<file path="config.mk">
export PLATFORM = sky130hd
export DESIGN_NAME = program_sequencer
export DESIGN_NICKNAME = d
export VERILOG_FILES = /design/src/rtl/program_sequencer.sv
export SDC_FILE = /design/constraint.sdc
export NUM_CORES = 1
export LEC_CHECK = 0
export CORE_MARGIN = 5
export CORE_UTILIZATION = 48
export CTS_CLUSTER_SIZE = 12
export DETAILED_ROUTE_END_ITERATION = 10
export HOLD_SLACK_MARGIN = 0.02
export PLACE_DENSITY = 0.82
export REMOVE_ABC_BUFFERS = 1
export SLEW_MARGIN = 20
export SYNTH_ARGS = -nofsm -noshare
export SYNTH_HDL_FRONTEND = slang
export SYNTH_SLANG_ARGS = --single-unit
</file>
<file path="constraint.sdc">
create_clock -name clockSequencer -period 3.88 [get_ports clockSequencer]
set_input_delay 0.776 -clock clockSequencer [delete_from_list [all_inputs] [get_ports clockSequencer]]
set_output_delay 0.776 -clock clockSequencer [all_outputs]
set_load 0.005 [all_outputs]
</file>
<file path="src/rtl/program_sequencer.sv">
// rtl/program_sequencer.sv - fetch/decode/wait FSM driving the X/Y/Z + ULA calculator datapath
module program_sequencer #(
  parameter int ADDR_WIDTH    = 4,
  parameter int CMD_WIDTH     = 4,
  parameter int ULA_SEL_WIDTH = 4,
  parameter int REG_CMD_WIDTH = 3,
  parameter int WAIT_LIMIT    = 16
) (
  input  logic                     clockSequencer,
  input  logic                     resetSequencer,
  input  logic                     startSequencer,
  input  logic [CMD_WIDTH-1:0]     comandSequencer,
  input  logic [ADDR_WIDTH-1:0]    jumpSequencer,
  input  logic                     statusSequencer,
  output logic [ADDR_WIDTH-1:0]    addressSequencer,
  output logic [ULA_SEL_WIDTH-1:0] tULASequencer,
  output logic [REG_CMD_WIDTH-1:0] tXSequencer,
  output logic [REG_CMD_WIDTH-1:0] tYSequencer,
  output logic [REG_CMD_WIDTH-1:0] tZSequencer,
  output logic                     busySequencer,
  output logic                     doneSequencer,
  output logic                     errorSequencer
);

  localparam logic [2:0] S_IDLE  = 3'd0;
  localparam logic [2:0] S_FETCH = 3'd1;
  localparam logic [2:0] S_EXEC  = 3'd2;
  localparam logic [2:0] S_WAIT  = 3'd3;
  localparam logic [2:0] S_HALT  = 3'd4;
  localparam logic [2:0] S_ERROR = 3'd5;

  localparam logic [CMD_WIDTH-1:0] OP_NOP = CMD_WIDTH'(0);
  localparam logic [CMD_WIDTH-1:0] OP_LDX = CMD_WIDTH'(1);
  localparam logic [CMD_WIDTH-1:0] OP_ADD = CMD_WIDTH'(2);
  localparam logic [CMD_WIDTH-1:0] OP_SUB = CMD_WIDTH'(3);
  localparam logic [CMD_WIDTH-1:0] OP_MUL = CMD_WIDTH'(4);
  localparam logic [CMD_WIDTH-1:0] OP_DIV = CMD_WIDTH'(5);
  localparam logic [CMD_WIDTH-1:0] OP_STZ = CMD_WIDTH'(6);
  localparam logic [CMD_WIDTH-1:0] OP_CLR = CMD_WIDTH'(7);
  localparam logic [CMD_WIDTH-1:0] OP_JMP = CMD_WIDTH'(8);
  localparam logic [CMD_WIDTH-1:0] OP_HLT = CMD_WIDTH'(15);

  localparam logic [ULA_SEL_WIDTH-1:0] ULA_ADD = ULA_SEL_WIDTH'(0);
  localparam logic [ULA_SEL_WIDTH-1:0] ULA_SUB = ULA_SEL_WIDTH'(1);
  localparam logic [ULA_SEL_WIDTH-1:0] ULA_MUL = ULA_SEL_WIDTH'(2);
  localparam logic [ULA_SEL_WIDTH-1:0] ULA_DIV = ULA_SEL_WIDTH'(3);

  localparam logic [REG_CMD_WIDTH-1:0] RC_HOLD  = REG_CMD_WIDTH'(0);
  localparam logic [REG_CMD_WIDTH-1:0] RC_LOAD  = REG_CMD_WIDTH'(1);
  localparam logic [REG_CMD_WIDTH-1:0] RC_CLEAR = REG_CMD_WIDTH'(2);

  localparam int WCW = $clog2(WAIT_LIMIT + 1);

  logic [2:0]               state;
  logic [ADDR_WIDTH-1:0]    pc;
  logic [ULA_SEL_WIDTH-1:0] ula_op;
  logic [WCW-1:0]           wait_cnt;

  always_ff @(posedge clockSequencer) begin
    if (resetSequencer) begin
      state    <= S_IDLE;
      pc       <= '0;
      ula_op   <= ULA_ADD;
      wait_cnt <= '0;
    end else begin
      case (state)
        S_IDLE, S_HALT, S_ERROR: begin
          if (startSequencer) begin
            state <= S_FETCH;
            pc    <= '0;
          end
        end
        S_FETCH: state <= S_EXEC;
        S_EXEC: begin
          case (comandSequencer)
            OP_NOP, OP_LDX, OP_ADD, OP_SUB, OP_STZ, OP_CLR: begin
              pc    <= pc + ADDR_WIDTH'(1);
              state <= S_FETCH;
            end
            OP_JMP: begin
              pc    <= jumpSequencer;
              state <= S_FETCH;
            end
            OP_MUL, OP_DIV: begin
              ula_op   <= (comandSequencer == OP_MUL) ? ULA_MUL : ULA_DIV;
              wait_cnt <= '0;
              state    <= S_WAIT;
            end
            OP_HLT:  state <= S_HALT;
            default: state <= S_ERROR;
          endcase
        end
        S_WAIT: begin
          if (statusSequencer) begin
            pc    <= pc + ADDR_WIDTH'(1);
            state <= S_FETCH;
          end else begin
            wait_cnt <= wait_cnt + WCW'(1);
            if (wait_cnt == WCW'(WAIT_LIMIT - 1))
              state <= S_ERROR;
          end
        end
        default: state <= S_IDLE;
      endcase
    end
  end

  // Only EXEC looks at the memory word; WAIT replays the latched multi-cycle op.
  always_comb begin
    tULASequencer = ULA_ADD;
    tXSequencer   = RC_HOLD;
    tYSequencer   = RC_HOLD;
    tZSequencer   = RC_HOLD;
    case (state)
      S_EXEC: begin
        case (comandSequencer)
          OP_LDX: tXSequencer = RC_LOAD;
          OP_ADD: begin
            tULASequencer = ULA_ADD;
            tYSequencer   = RC_LOAD;
          end
          OP_SUB: begin
            tULASequencer = ULA_SUB;
            tYSequencer   = RC_LOAD;
          end
          OP_MUL: tULASequencer = ULA_MUL;
          OP_DIV: tULASequencer = ULA_DIV;
          OP_STZ: tZSequencer = RC_LOAD;
          OP_CLR: begin
            tXSequencer = RC_CLEAR;
            tYSequencer = RC_CLEAR;
            tZSequencer = RC_CLEAR;
          end
          default: ;
        endcase
      end
      S_WAIT: begin
        tULASequencer = ula_op;
        if (statusSequencer)
          tYSequencer = RC_LOAD;
      end
      default: ;
    endcase
  end

  assign addressSequencer = pc;
  assign busySequencer    = (state == S_FETCH) || (state == S_EXEC) || (state == S_WAIT);
  assign doneSequencer    = (state == S_HALT);
  assign errorSequencer   = (state == S_ERROR);

endmodule

</file>
==> impl_metrics.tcl <==
set metrics [dict create \
    hpwl_um 1720 \
    hold_buffers 0 \
    status "finished clean" \
    r2r_end "addressSequencer[2]$_SDFFE_PP0P_" \
    cts_made_buffers 3 \
    insertion_delay_ns 0.28 \
    initial_core_util_pct 50.2 \
    drv_slew 0 \
    netlist_top_cells_area "dfxtp_1 29%, nor2_1 7.7%, buf_4 4.6%" \
    finalCritPeriodShare_pct 85.7 \
    ys_warn_count 0 \
    seq_area_sq_um 280 \
    numPortBuffers 26 \
    ant_nets 0 \
    synth_mux_area_share_pct 6.42 \
    post-place-ws_ns 0.549 \
    crit_arrival_ns 2.55 \
    vdd_ir_drop_max_mv 0.148 \
    setup_tns_ns 0 \
    required_ns 3.10 \
    critPathKind "primary input to output pin" \
    post_cts_buffers 0 \
    synth_area_sq_um 975 \
    yosysUniqueCellTypes 39 \
    wl_met3_um 151 \
    clock_path_buffers 2 \
    slew_headroom_pct 59.6 \
    synth-simple-area-share_pct 35.0 \
    post_dp_cell_area_sq_um 1220 \
    fmax_ghz 0.301 \
    drt_iter0_drc 8 \
    top_layer_used "met4" \
    htreeDepth 1 \
    p_clk_share_pct 33.8 \
    n_fill_cell 168 \
    worstPathMaxFanout 5 \
    vias 916 \
    whs_path_depth 2 \
    synth_top_area_share_pct 28.8 \
    p_int_uw 232 \
    firstDrtPassIters 4 \
    rows 16 \
    fin_ws_ns 0.555 \
    ys_seq_elements 14 \
    swShare_pct 26.7 \
    netlist_instances 122 \
    rsz0062_at_grt "no" \
    overflow 0 \
    grt_max_degree 18 \
    r2r_cells 4 \
    final_nets 162 \
    setup_viol_count_final 0 \
    syn_area_per_cell_sq_um 7.99 \
    worst_pin_slew_ns 0.604 \
    antenna_found_initial 0 \
    core_sq_um 1940 \
    path_clk_slew_ns 0.09 \
    min_from "ula_op[0]$_SDFFE_PP0P_" \
    leakagePower_uw 0.000469 \
    final_common_cell "clkdlybuf4s50_1" \
    route.detailed.drc 0 \
    synth_xor_area_share_pct 2.70 \
    syn_to_final_growth_pct 29.1 \
    dieWidth_um 55.1 \
    reg2reg_slack_ns 2.09 \
    grt_pass1_wl_um 3550 \
    final_area_sq_um 1260 \
    cp-end-kind "output pin" \
    drt-wirelength-per-cell_um 12.7 \
    die_area_sq_um 3030 \
    die_h_um 55.1 \
    drt-total-wl_um 2200 \
    fin_crit_ns 3.32 \
    antennaDiodeCount 0 \
    combPwrFrac_pct 17.7 \
    final_cell_mix "26 x clkdlybuf4s50_1, 20 x nor2_1, 14 x dfxtp_1" \
    grt_use_total_pct 16.0 \
    synth_top_family_by_area "simple AND/OR/NAND/NOR gates" \
    first_global_vias 832 \
    clock_skew_ns 0.00186 \
    cts_tree "done" \
    maxCapViolations 0 \
    wl_met2_um 1030 \
    multi_input_area_sq_um 633 \
    yosysSeqAreaShare_pct 28.8 \
    drive_gt1_share_pct 7.53 \
    synth_ff_type "dfxtp_1" \
    synth_top_area_cell "dfxtp_1" \
    io_pins 32 \
    root_buffer "clkbuf_4" \
    rr_startpoint "state[0]$_SDFFE_PP0P_" \
    hp-class "flip-flop to flip-flop" \
    met1_length_um 987 \
    hold_end "ula_op[0]$_SDFFE_PP0P_" \
    p_sw_uw 84.4 \
    startpoint_type "primary input" \
    clock_sinks 14 \
    gp_congestion 0.856 \
    p_seq_share_pct 48.4 \
    synth-edff-count 0 \
    detail_route.vias_per_cell 5.29 \
    synth-adder-area-share_pct 3.85 \
    power.density_nw_per_um2 252 \
    synth-compound-area-share_pct 15.0 \
    ys_async_sr_fraction_pct 0 \
    final-hold-violation-count 0 \
    cts.repair.resized 0 \
]
-- flip-flops by register name (all words and copies together), names as in the netlist --
| signal | cells |
|---|---|
| ula_op | 2 |
| wait_cnt | 5 |
| state | 3 |
| addressSequencer | 4 |
-- power by group through the flow --
| stage | Clock (uW) | Sequential (uW) | Combinational [uW] |
|---|---|---|---|
| 2_1_floorplan | 0 | 155 | 29.1 |
| 3_3_place_gp | 0 | 156 | 55.1 |
| 3_5_place_dp | 0 | 157 | 56.2 |
| 4_1_cts | 109 | 153 | 56.5 |
| 5_1_grt | 115 | 154 | 62.7 |
| 6_report | 107 | 153 | 56.2 |
-- per-stage QoR --
stage,total power [uW],util (%),hold slack (ns),cells
floorplan,184,-,0.431,116
global placement,212,63.0,0.450,169
detailed placement,213,63.0,0.450,169
CTS,319,64.8,0.462,173
global route,332,64.8,0.476,173
finish,317,64.8,0.461,173
-- worst max-delay path: stages --
cell and delay, ns:
clkdlybuf4s50_1 0.50, nor4b_2 0.40, nand2_1 0.17, o21ai_0 0.18, clkdlybuf4s50_1 0.53
-- cell families after synthesis --
group | count (synthesis)
fa+ha+maj | 3
other cells | 1
simple gates | 61
xor+xnor | 3
flops | 14
buf+inv | 14
mux | 6
compound gates | 20
-- worst max path at each step --
stage	cells past startpoint	start	slack, ns	endpoint
final	5	comandSequencer[3]	0.56	tULASequencer[0]
after global placement	5	comandSequencer[3]	0.63	tULASequencer[0]
after CTS	5	comandSequencer[3]	0.55	tULASequencer[0]
after global routing	5	comandSequencer[3]	0.35	tXSequencer[1]
after detailed placement	5	comandSequencer[3]	0.55	tULASequencer[0]
after floorplan	3	comandSequencer[3]	1.66	tULASequencer[0]
-- metal layers --
metal,track usage [%],vias up
met5,0,-
met2,28.0,34
met3,3.49,3
met4,5.67,0
met1,19.2,417
li1,-,462
-- Yosys cell counts, drive strengths merged (2+ instances only) --
cell type / instances
nor2: 20
dfxtp: 14
nand2: 10
buf: 7
nor2b: 7
a21oi: 6
nor3: 5
o21ai: 5
inv: 4
mux2i: 4
nand2b: 4
clkbuf: 3
ha: 3
nand3: 3
nor4b: 3
a22oi: 2
mux2: 2
xor2: 2
-- final cells by class --
class | count | share of cell area [%]
Timing Repair Buffer | 26 | 20.7
Clock buffer | 4 | 2.88
Tap cell | 27 | 2.68
Inverter | 4 | 1.19
Multi-Input combinational cell | 98 | 50.3
Sequential cell | 14 | 22.3
(Power assumes the default switching activity.)
